===== config.mk =====
export PLATFORM = sky130hd
export DESIGN_NAME = note_player_flat
export DESIGN_NICKNAME = d
export VERILOG_FILES = /design/src/rtl/note_player_pkg.sv /design/src/rtl/note_player_if.sv /design/src/rtl/note_player_note_to_step.sv /design/src/rtl/note_player.sv /design/src/flat_wrapper.sv
export SDC_FILE = /design/constraint.sdc
export NUM_CORES = 1
export LEC_CHECK = 0
export BUFFER_PORTS_ARGS = -buffer_cell sky130_fd_sc_hd__buf_2
export CORE_UTILIZATION = 60
export CTS_BUF_LIST = sky130_fd_sc_hd__clkbuf_2
export DETAILED_ROUTE_END_ITERATION = 8
export PLACE_DENSITY = 0.88
export SKIP_CTS_REPAIR_TIMING = 1
export SLEW_MARGIN = 10
export SYNTH_ARGS = -nofsm -noshare
export SYNTH_HDL_FRONTEND = slang
export SYNTH_SLANG_ARGS = --single-unit

===== constraint.sdc =====
create_clock -name clk -period 5.1 [get_ports clk]
set_input_delay 1.02 -clock clk [delete_from_list [all_inputs] [get_ports clk]]
set_output_delay 1.02 -clock clk [all_outputs]
set_load 0.02 [all_outputs]

===== src/rtl/note_player_pkg.sv =====
// Shared widths, FSM encoding and the phase-to-triangle mapping for note_player.
package note_player_pkg;

  localparam int unsigned NOTE_WIDTH     = 6;
  localparam int unsigned DURATION_WIDTH = 6;
  localparam int unsigned PHASE_WIDTH    = 20;
  localparam int unsigned SAMPLE_WIDTH   = 16;

  typedef enum logic {
    StIdle    = 1'b0,
    StPlaying = 1'b1
  } state_e;

  // Top 16 phase bits fold into a triangle, then flip the MSB to re-centre it as signed.
  function automatic logic [SAMPLE_WIDTH-1:0] phase_to_sample(
    input logic [PHASE_WIDTH-1:0] phase
  );
    logic [SAMPLE_WIDTH-1:0] p;
    logic [SAMPLE_WIDTH-1:0] t;
    p = phase[PHASE_WIDTH-1 -: SAMPLE_WIDTH];
    t = {p[SAMPLE_WIDTH-2:0], 1'b0};
    if (p[SAMPLE_WIDTH-1]) begin
      t = ~t;
    end
    return t ^ {1'b1, {(SAMPLE_WIDTH-1){1'b0}}};
  endfunction

endpackage


===== src/rtl/note_player_if.sv =====
// Bundle between one song_reader voice slot / mixer and one note_player.
interface note_player_if;
  import note_player_pkg::*;

  logic                      play_enable;
  logic [NOTE_WIDTH-1:0]     note_to_load;
  logic [DURATION_WIDTH-1:0] duration_to_load;
  logic                      load_new_note;
  logic                      beat;
  logic                      generate_next_sample;
  logic [SAMPLE_WIDTH-1:0]   sample_out;
  logic                      new_sample_ready;
  logic                      note_done;

  modport master (
    output play_enable, note_to_load, duration_to_load, load_new_note, beat,
           generate_next_sample,
    input  sample_out, new_sample_ready, note_done
  );

  modport slave (
    input  play_enable, note_to_load, duration_to_load, load_new_note, beat,
           generate_next_sample,
    output sample_out, new_sample_ready, note_done
  );

endinterface


===== src/rtl/note_player_note_to_step.sv =====
// Note index to phase increment at 48 kHz, scaled to 2^20 (A4 = note 49 = 9612).
module note_to_step
  import note_player_pkg::*;
(
  input  logic [NOTE_WIDTH-1:0]  i_note,
  output logic [PHASE_WIDTH-1:0] o_step
);

  // Offline-generated table; note 0 is a rest and never advances the phase.
  always_comb begin
    o_step = '0;
    case (i_note)
      6'd1:  o_step = 20'd601;   6'd2:  o_step = 20'd636;   6'd3:  o_step = 20'd674;
      6'd4:  o_step = 20'd714;   6'd5:  o_step = 20'd757;   6'd6:  o_step = 20'd802;
      6'd7:  o_step = 20'd850;   6'd8:  o_step = 20'd900;   6'd9:  o_step = 20'd954;
      6'd10: o_step = 20'd1010;  6'd11: o_step = 20'd1070;  6'd12: o_step = 20'd1134;
      6'd13: o_step = 20'd1201;  6'd14: o_step = 20'd1273;  6'd15: o_step = 20'd1349;
      6'd16: o_step = 20'd1429;  6'd17: o_step = 20'd1514;  6'd18: o_step = 20'd1604;
      6'd19: o_step = 20'd1699;  6'd20: o_step = 20'd1800;  6'd21: o_step = 20'd1907;
      6'd22: o_step = 20'd2021;  6'd23: o_step = 20'd2141;  6'd24: o_step = 20'd2268;
      6'd25: o_step = 20'd2403;  6'd26: o_step = 20'd2546;  6'd27: o_step = 20'd2697;
      6'd28: o_step = 20'd2858;  6'd29: o_step = 20'd3028;  6'd30: o_step = 20'd3208;
      6'd31: o_step = 20'd3398;  6'd32: o_step = 20'd3600;  6'd33: o_step = 20'd3815;
      6'd34: o_step = 20'd4041;  6'd35: o_step = 20'd4282;  6'd36: o_step = 20'd4536;
      6'd37: o_step = 20'd4806;  6'd38: o_step = 20'd5092;  6'd39: o_step = 20'd5395;
      6'd40: o_step = 20'd5715;  6'd41: o_step = 20'd6055;  6'd42: o_step = 20'd6415;
      6'd43: o_step = 20'd6797;  6'd44: o_step = 20'd7201;  6'd45: o_step = 20'd7629;
      6'd46: o_step = 20'd8083;  6'd47: o_step = 20'd8563;  6'd48: o_step = 20'd9072;
      6'd49: o_step = 20'd9612;  6'd50: o_step = 20'd10184; 6'd51: o_step = 20'd10789;
      6'd52: o_step = 20'd11431; 6'd53: o_step = 20'd12110; 6'd54: o_step = 20'd12830;
      6'd55: o_step = 20'd13593; 6'd56: o_step = 20'd14402; 6'd57: o_step = 20'd15258;
      6'd58: o_step = 20'd16165; 6'd59: o_step = 20'd17127; 6'd60: o_step = 20'd18145;
      6'd61: o_step = 20'd19224; 6'd62: o_step = 20'd20367; 6'd63: o_step = 20'd21578;
      default: o_step = '0;
    endcase
  end

endmodule


===== src/rtl/note_player.sv =====
// One voice: holds a note for a number of beats and emits a triangle sample per strobe.
module note_player
  import note_player_pkg::*;
(
  input  logic         clk,
  input  logic         reset,
  note_player_if.slave bus
);

  state_e                    r_state, w_state_next;
  logic [DURATION_WIDTH-1:0] r_counter, w_counter_next;
  logic [NOTE_WIDTH-1:0]     r_note, w_note_next;
  logic [PHASE_WIDTH-1:0]    r_phase, w_phase_next;
  logic [PHASE_WIDTH-1:0]    w_step;
  logic                      w_load_ok;
  logic                      w_run;
  logic                      w_active;
  logic                      r_pend;
  logic                      r_pend_active;
  logic                      r_ready;
  logic [SAMPLE_WIDTH-1:0]   r_sample;

  note_to_step u_note_to_step (
    .i_note (r_note),
    .o_step (w_step)
  );

  assign w_load_ok = bus.load_new_note && (bus.duration_to_load != '0);
  assign w_run     = (r_state == StPlaying) && bus.play_enable;
  assign w_active  = w_run && (r_note != '0);

  // Voice state registers.
  always_ff @(posedge clk or posedge reset) begin
    if (reset) begin
      r_state   <= StIdle;
      r_counter <= '0;
      r_note    <= '0;
      r_phase   <= '0;
    end else begin
      r_state   <= w_state_next;
      r_counter <= w_counter_next;
      r_note    <= w_note_next;
      r_phase   <= w_phase_next;
    end
  end

  // Next state: a valid load always wins, even over the final beat.
  always_comb begin
    w_state_next   = r_state;
    w_counter_next = r_counter;
    w_note_next    = r_note;
    w_phase_next   = r_phase;
    if (w_load_ok) begin
      w_state_next   = StPlaying;
      w_counter_next = bus.duration_to_load;
      w_note_next    = bus.note_to_load;
      w_phase_next   = '0;
    end else if (w_run) begin
      if (bus.beat) begin
        w_counter_next = r_counter - 1'b1;
        if (r_counter == DURATION_WIDTH'(1)) begin
          w_state_next = StIdle;
        end
      end
      if (bus.generate_next_sample && (r_note != '0)) begin
        w_phase_next = r_phase + w_step;
      end
    end
  end

  // Sample pipeline: strobe, then sample from the advanced phase, then ready pulse.
  always_ff @(posedge clk or posedge reset) begin
    if (reset) begin
      r_pend        <= 1'b0;
      r_pend_active <= 1'b0;
      r_ready       <= 1'b0;
      r_sample      <= '0;
    end else begin
      r_pend        <= bus.generate_next_sample;
      r_pend_active <= w_active;
      r_ready       <= r_pend;
      if (r_pend) begin
        r_sample <= r_pend_active ? phase_to_sample(r_phase) : '0;
      end
    end
  end

  assign bus.note_done        = (r_state == StIdle);
  assign bus.sample_out       = r_sample;
  assign bus.new_sample_ready = r_ready;

endmodule


===== src/flat_wrapper.sv =====
// flat-port wrapper written by rule: the top's interface ports become plain ports
module note_player_flat import note_player_pkg::*;
  (clk, reset, bus_play_enable, bus_note_to_load, bus_duration_to_load, bus_load_new_note, bus_beat, bus_generate_next_sample, bus_sample_out, bus_new_sample_ready, bus_note_done);
  note_player_if bus_i ();
  input  logic clk;
  input  logic reset;
  input wire logic [$bits(bus_i.play_enable)-1:0] bus_play_enable;
  input wire logic [$bits(bus_i.note_to_load)-1:0] bus_note_to_load;
  input wire logic [$bits(bus_i.duration_to_load)-1:0] bus_duration_to_load;
  input wire logic [$bits(bus_i.load_new_note)-1:0] bus_load_new_note;
  input wire logic [$bits(bus_i.beat)-1:0] bus_beat;
  input wire logic [$bits(bus_i.generate_next_sample)-1:0] bus_generate_next_sample;
  output wire logic [$bits(bus_i.sample_out)-1:0] bus_sample_out;
  output wire logic [$bits(bus_i.new_sample_ready)-1:0] bus_new_sample_ready;
  output wire logic [$bits(bus_i.note_done)-1:0] bus_note_done;
  assign bus_i.play_enable = bus_play_enable;
  assign bus_i.note_to_load = bus_note_to_load;
  assign bus_i.duration_to_load = bus_duration_to_load;
  assign bus_i.load_new_note = bus_load_new_note;
  assign bus_i.beat = bus_beat;
  assign bus_i.generate_next_sample = bus_generate_next_sample;
  assign bus_sample_out = bus_i.sample_out;
  assign bus_new_sample_ready = bus_i.new_sample_ready;
  assign bus_note_done = bus_i.note_done;
  note_player u_core (.clk(clk), .reset(reset), .bus(bus_i));
endmodule

==> results of run 1 <==
how the worst max path moves through the flow:
stage,startpoint,end,cells past startpoint
2_1_floorplan,u_core.r_note[1],u_core.r_phase[17],16
3_3_place_gp,u_core.r_note[0],u_core.r_phase[16],13
3_5_place_dp,u_core.r_note[0],u_core.r_phase[16],13
4_1_cts,u_core.r_note[0],u_core.r_phase[12],13
5_1_grt,u_core.r_note[0],u_core.r_phase[18],14
6_report,u_core.r_note[1],u_core.r_phase[12],13
power breakdown:
group	internal, mW	leakage (nW)	switching [mW]
Clock	0.0367	0.0292	0.144
Combinational	0.206	1.40	0.323
Sequential	0.443	0.684	0.0478
Total	0.686	2.11	0.515
area by class of cell:
| type | instances | area [um^2] | share of cell area [%] |
|---|---|---|---|
| Inverter | 33 | 124 | 2.67 |
| Sequential cell | 52 | 1300 | 28.0 |
| Multi-Input combinational cell | 436 | 2820 | 60.6 |
| Clock buffer | 6 | 30.0 | 0.647 |
| Timing Repair Buffer | 43 | 235 | 5.07 |
| Clock inverter | 2 | 16.3 | 0.350 |
| Tap cell | 96 | 120 | 2.59 |
through the flow:
step | hold slack (ps) | util (%) | cells | setup WS (ps)
detailed placement | 519 | 65.8 | 660 | 949
CTS | 548 | 66.5 | 668 | 872
floorplan | 352 | - | 566 | 1280
finish | 548 | 66.5 | 668 | 804
global route | 570 | 66.5 | 668 | 451
global placement | 511 | 65.8 | 660 | 1050
state kept, by name, indices dropped and copies added, names as in the netlist:
register / count
u_core.r_counter: 6
u_core.r_pend: 1
u_core.r_note: 6
u_core.bus.sample_out: 16
u_core.r_phase: 20
u_core.r_state: 1
u_core.bus.new_sample_ready: 1
u_core.r_pend_active: 1
metal layers:
layer / share of wire [%] / global-route usage [%] / vias to the layer above
li1: - / - / 2046
met1: 43 / 38.6 / 1981
met2: 48 / 51.5 / 205
met3: 6.5 / 3.77 / 28
met4: 2.9 / 11.8 / 0
met5: 0 / 0 / -
worst max-delay path: cells and delay by family (launching register included):
kind	cells	cell delay (ps)
flops	1	720
xor+xnor	1	170
mux	1	490
simple gates	3	590
fa+ha+maj	2	940
compound gates	5	1110
buf+inv	1	210
kinds of logic after synthesis:
family / Yosys count / synth area share [%]
adder cells (fa/ha/maj): 29 / 8.36
buffers and inverters: 78 / 7.23
AND/OR/NAND/NOR: 175 / 18.8
XOR/XNOR: 31 / 6.13
multiplexers: 14 / 3.75
flip-flops: 52 / 29.4
AO/OA/AOI/OAI: 187 / 26.4
synthesized netlist by cell type (all sizes together), types with 2 or more instances:
| cell type | instances | share of area [%] |
|---|---|---|
| a311oi | 5 | 0.99 |
| mux4 | 2 | 1.0 |
| clkbuf | 27 | 2.3 |
| o211ai | 8 | 1.4 |
| ha | 28 | 7.9 |
| or2 | 3 | 0.42 |
| a21oi | 53 | 6.0 |
| a211o | 2 | 0.40 |
| a21o | 10 | 1.7 |
| buf | 18 | 2.1 |
| a211oi | 13 | 2.2 |
| a31oi | 7 | 0.99 |
| o211a | 2 | 0.45 |
| nand3 | 13 | 1.5 |
| nor4 | 4 | 0.56 |
| o22ai | 16 | 2.3 |
| xor2 | 8 | 1.6 |
| nor4b | 3 | 0.59 |
| dfrtp | 52 | 29 |
| mux2i | 11 | 2.5 |
| o2111ai | 4 | 0.79 |
| nand4 | 3 | 0.42 |
| nor3 | 10 | 1.1 |
| and2 | 3 | 0.42 |
| nand2b | 13 | 1.8 |
| or4b | 2 | 0.45 |
| nand3b | 2 | 0.34 |
| o311ai | 2 | 0.40 |
| nand2 | 71 | 6.0 |
| or4 | 2 | 0.34 |
| nor2 | 35 | 3.0 |
| nor3b | 3 | 0.51 |
| xnor2 | 23 | 4.5 |
| and4 | 2 | 0.42 |
| o31ai | 5 | 0.85 |
| inv | 33 | 2.8 |
| o21ai | 48 | 5.4 |
| nor2b | 4 | 0.56 |
placed cells by master (no fill, tap or decap), drive strengths merged, types with 3 or more instances in the layout:
cell type	n
a211oi	13
a21o	10
a21oi	53
a311oi	5
a31oi	7
and2	3
buf	43
clkbuf	6
dfrtp	52
ha	28
inv	33
mux2i	11
nand2	71
nand2b	13
nand3	13
nand4	3
nor2	35
nor2b	4
nor3	10
nor3b	3
nor4	4
nor4b	3
o2111ai	4
o211ai	8
o21ai	48
o22ai	16
o31ai	5
or2	3
xnor2	23
xor2	8
==> impl_metrics.csv, run 1 <==
group,metric,value,unit
status,status,"finished, final reports clean",
yosys,synth_ff_type,"dfrtp_1",
grt,grt_start_max_net_pins,53,
clock_tree,clock_path_buffers,2,
grt,overflow,0,
yosys,synth_fp_nets,613,
pwr,p_leak,2.11,nW
yosys,netlist_instances,566,
placed_design,detailedPlacementHpwl,8080,um
route,vias_per_cell,6.38,
setup_path,critPathSlowestCell,"dfrtp_1",
route,wl,11000,um
floorplanning,die-area,7730,um^2
cells_and_area,area_growth,4.74,%
grt,grt_pass1_wl,18400,um
timing,relSlewSlack,28.1,%
yosys,synth_edf_count,0,
route,ant_nets,0,
yosys,synth.cell_area,4430,um^2
timing,fin_crit,4300,ps
route,first_pass_iters,5,
grt,antenna_found_initial,0,
setup_path,r2r_start,"u_core.r_note[1]",
clock_tree,cts_root_buf,"clkbuf_2",
setup_path,crit_chain,"inv_1 > ha_1 > nand2b_1 > a21oi_1 > a221o_1 > mux4_2 > ha_1 > nand3b_1 > a2111oi_0 > or2_2 > a41oi_1 > xor2_1 > o21ai_0",
timing,rsz0062_at_grt,"false",
timing,report.final.slew_viol_count,0,
yosys,yosysSeqAreaShare,29.4,%
floorplanning,core-area,6980,um^2
setup_path,r2r_setup_slack,800,ps
floorplanning,ioPinCount,36,
grt,first_global_vias,3946,
timing,finalHoldViolCount,0,
clock_tree,cts.clk_slew.worst_paths,280,ps
setup_path,critical_path_required,5500,ps
cells_and_area,filler_cell_count,568,
timing,fin_crit_sh,84.2,%
setup_path,startpoint_type,"flop",
yosys,synth_warnings,0,
clock_tree,clock-sinks,52,
floorplanning,die_y,87.9,um
placed_design,postPlaceCellArea,4600,um^2
setup_path,crit_type,"reg -> reg",
route,wire_per_inst,16.5,um
clock_tree,clk-insertion-delay-late,460,ps
yosys,async_reset_ff_share,100,%
placed_design,port_buffers,35,
yosys,ys_ff_latch,52,
placed_design,gp_congestion,0.985,
flow_run,drv_cap,0,
pwr,finalPower,1.20,mW
cells_and_area,post-route-cell-area,4640,um^2
timing,tightest_slew,1080,ps
setup_path,critPathMaxStageDelay,720,ps
clock_tree,h-tree-depth,2,
setup_path,worstPathMaxFanout,16,
clock_tree,numCtsBuffers,5,
route,drc_errors,0,
route,vias,4260,
yosys,synth_cell_types,58,
route,detail_route.iter0.violations,370,
timing,max_freq,233,MHz
floorplanning,die_w,87.9,um
cells_and_area,diodes,0,
clock_tree,cts_tree,"yes",
yosys,synth.avg_cell_area,7.83,um^2
timing,tns,0,ps
min_path,whs_endpoint,"u_core.bus.sample_out[10]",
floorplanning,rows,30,
setup_path,rr_endpoint,"u_core.r_phase[12]",
min_path,holdPathStages,2,
timing,finalSetupViolations,0,
pwr,powerDensity,259,nW/um^2
pwr,ir_drop,0.139,mV
setup_path,reg2regPathDepth,13,
grt,grt_usage,30.1,%
min_path,hold_start,"u_core.bus.sample_out[10]",
cells_and_area,drive_above_1_share,11.4,%
min_path,hold_path.class,"reg -> reg",
floorplanning,start_util,63.5,%
setup_path,crit_top_cell,"ha_1",
setup_path,crit_path_end_kind,"flop",
cells_and_area,fin_nets,618,
timing,fin_skew,11.1,ps
setup_path,worstPathArrival,4700,ps
(Power assumes the default switching activity.)
==> run 2: changes to the inputs <==
Settings changed: ABC_AREA set to 1.
Clock period 5.1 ns to 4.47 ns, I/O delays scaled along.
==> impl_metrics.csv, run 2 <==
group,metric,value,unit
yosys,ys_ff_latch,52,
yosys,async_reset_ff_share,100,%
grt,grt_start_max_net_pins,53,
setup_path,rr_endpoint,"u_core.r_phase[19]",
route,vias_per_cell,5.90,
yosys,yosys-top-cells-area,"dfrtp_1 (29%), nand2_1 (17%), ha_1 (7.9%), nand3_1 (6.3%), nor2_1 (6.2%)",
pwr,switching_share,43.8,%
grt,grt_usage,31.8,%
pwr,p_comb_share,43.6,%
setup_path,startpoint_type,"flop",
route,vias,4676,
floorplanning,die-area,7750,um^2
pwr,powerDensity,316,nW/um^2
cells_and_area,final_common_cell,"nand2_1",
timing,finalHoldViolCount,0,
clock_tree,clk-insertion-delay-late,470,ps
clock_tree,cts_root_buf,"clkbuf_2",
route,wire_per_inst,14.6,um
setup_path,critPathMaxStageDelay,660,ps
cells_and_area,multi_input_area,2700,um^2
grt,grt_pass1_wl,19300,um
placed_design,detailedPlacementHpwl,8800,um
cells_and_area,register_area,1300,um^2
setup_path,r2r_setup_slack,820,ps
route,wl,11600,um
route,ant_nets,0,
timing,max_freq,274,MHz
yosys,synth_cell_types,43,
floorplanning,rows,31,
grt,first_global_vias,4149,
yosys,synth.cell_area,4440,um^2
timing,fin_skew,18.0,ps
yosys,yosysSeqAreaShare,29.3,%
route,drc_errors,0,
cells_and_area,largest_register_ffs,20,
clock_tree,clock_path_buffers,2,
placed_design,gp_congestion,0.958,
yosys,netlist_instances,675,
pwr,sequentialPowerShare,38.8,%
status,status,"finished, final reports clean",
cells_and_area,drive_above_1_share,9.65,%
timing,report.final.slew_viol_count,0,
yosys,yosys.area.top_type_share,29.3,%
yosys,synth.avg_cell_area,6.58,um^2
cells_and_area,top_register,"u_core.r_phase",
timing,tns,0,ps
floorplanning,start_util,61.6,%
route,detail_route.iter0.violations,418,
cells_and_area,area_growth,5.30,%
yosys,synth_edf_count,0,
yosys,synth_warnings,0,
timing,fin_crit_sh,81.6,%
cells_and_area,layout_common_cells,"nand2_1 (196), nor2_1 (73), inv_1 (65)",
setup_path,critPathSlowestCell,"dfrtp_1",
cells_and_area,fin_util,64.8,%
yosys,synth_fp_nets,722,
min_path,holdPathStages,2,
clock_tree,h-tree-depth,2,
clock_tree,numCtsBuffers,5,
flow_run,drv_cap,0,
yosys,synth_ff_type,"dfrtp_1",
grt,overflow,0,
cells_and_area,diodes,0,
setup_path,reg2regPathDepth,21,
min_path,hold_start,"u_core.bus.sample_out[12]",
floorplanning,core-area,7210,um^2
timing,finalSetupViolations,0,
yosys,synthTopCellsByCount,"nand2_1 (196), nor2_1 (73), inv_1 (66)",
setup_path,crit_buf_inv,2,
pwr,power_switching,0.646,mW
setup_path,crit_path_end_kind,"flop",
yosys,synth_most_common_cell,"nand2_1",
pwr,p_leak,2.38,nW
setup_path,crit_top_cell,"nand2_1",
route,first_pass_iters,5,
timing,rsz0062_at_grt,"false",
timing,tightest_slew,872,ps
setup_path,crit_chain,"inv_1 > ha_1 > or2_2 > a21boi_0 > nand2_1 > nand2_1 > nand2_1 > nand3_1 > nand3_1 > inv_1 > ha_1 > nand2_1 > nor2_1 > nand3_1 > nand2_1 > nand3_1 > nand2_1 > nand2_1 > nand2_1 > nand2_1 > nor2_1",
cells_and_area,fin_nets,740,
min_path,hold_path.class,"reg -> reg",
floorplanning,ioPinCount,36,
clock_tree,cts_tree,"yes",
floorplanning,die_w,88.0,um
setup_path,crit_type,"reg -> reg",
grt,antenna_found_initial,0,
placed_design,port_buffers,35,
yosys,yosysTopAreaCell,"dfrtp_1",
setup_path,worstPathArrival,4070,ps
clock_tree,cts.clk_slew.worst_paths,260,ps
timing,relSlewSlack,41.8,%
setup_path,critical_path_required,4890,ps
setup_path,cp_top_family,"simple AND/OR/NAND/NOR gates",
pwr,internal_power,0.829,mW
pwr,p_clk_share,17.6,%
pwr,ir_drop,0.164,mV
floorplanning,die_y,88.0,um
timing,fin_crit,3650,ps
setup_path,worstPathMaxFanout,13,
cells_and_area,filler_cell_count,661,
clock_tree,clock-sinks,52,
min_path,whs_endpoint,"u_core.bus.sample_out[12]",
setup_path,r2r_start,"u_core.r_note[0]",
## run 2: cell count changes after synthesis, moves of 11 or more
cell,change
a211oi_1,-11
a21oi_1,-16
clkbuf_1,-15
inv_1,+33
mux2i_1,-11
nand2_1,+125
nand2b_1,-13
nand3_1,+43
nor2_1,+38
o21ai_0,-17
o21ai_1,+18
xnor2_1,-18
## run 2: layout make-up
class                           instances  area share (%)
Clock inverter                          3           0.990
Tap cell                               99            2.65
Clock buffer                            5           0.535
Inverter                               74            6.18
Timing Repair Buffer                   37            4.07
Multi-Input combinational cell        523            57.8
Sequential cell                        52            27.8
## run 2: kinds of logic (layout without fill, tap and decap cells)
group	count (synthesis)	in the layout	share of synthesized area (%)
AND/OR/NAND/NOR	352	352	33.4
adder cells (fa/ha/maj)	29	29	8.34
AO/OA/AOI/OAI	132	132	17.1
buffers and inverters	100	119	9.89
flip-flops	52	52	29.3
XOR/XNOR	10	10	1.97
## run 2: routing by layer
| layer | track usage [%] | up-vias | part of all wire, % |
|---|---|---|---|
| li1 | - | 2260 | - |
| met1 | 39.1 | 2118 | 42 |
| met2 | 54.5 | 256 | 47 |
| met3 | 6.97 | 42 | 7.7 |
| met4 | 11.7 | 0 | 3.3 |
| met5 | 0 | - | 0 |
## run 2: power groups by stage
stage          sequential, mW  clock (mW)  combinational [mW]
2_1_floorplan           0.559           0               0.503
3_3_place_gp            0.576           0               0.621
3_5_place_dp            0.579           0               0.628
4_1_cts                 0.570       0.264               0.632
5_1_grt                 0.579       0.288               0.723
6_report                0.572       0.260               0.643
## run 2: worst reg2reg max path, stage by stage (launching register included)
cell	delay (ps)
dfrtp_1	660
inv_1	240
ha_1	280
or2_2	290
a21boi_0	180
nand2_1	140
nand2_1	70
nand2_1	80
nand3_1	110
nand3_1	100
inv_1	70
ha_1	350
nand2_1	130
nor2_1	110
nand3_1	80
nand2_1	140
nand3_1	90
nand2_1	150
nand2_1	100
nand2_1	80
nand2_1	60
nor2_1	90
## run 2: how the worst max path moves through the flow
stage                startpoint            endpoint  slack [ps]  cells past startpoint
2_1_floorplan  u_core.r_note[0]  u_core.r_phase[16]        1430                     22
3_3_place_gp   u_core.r_note[2]  u_core.r_phase[16]        1000                     20
3_5_place_dp   u_core.r_note[0]  u_core.r_phase[16]         910                     22
4_1_cts        u_core.r_note[0]  u_core.r_phase[19]         850                     21
5_1_grt        u_core.r_note[0]  u_core.r_phase[12]         490                     22
6_report       u_core.r_note[0]  u_core.r_phase[19]         820                     21
## run 2: metrics by stage
stage / cells / power (mW) / area, um^2 / worst slack (ps) / hold WS [ps]
final: 793 / 1.48 / 4680 / 821 / 526
after global routing: 793 / 1.59 / 4680 / 494 / 486
after CTS: 793 / 1.47 / 4680 / 854 / 529
after detailed placement: 785 / 1.21 / 4610 / 913 / 500
after global placement: 785 / 1.20 / 4610 / 1000 / 484
after floorplan: 675 / 1.06 / 4440 / 1430 / 389
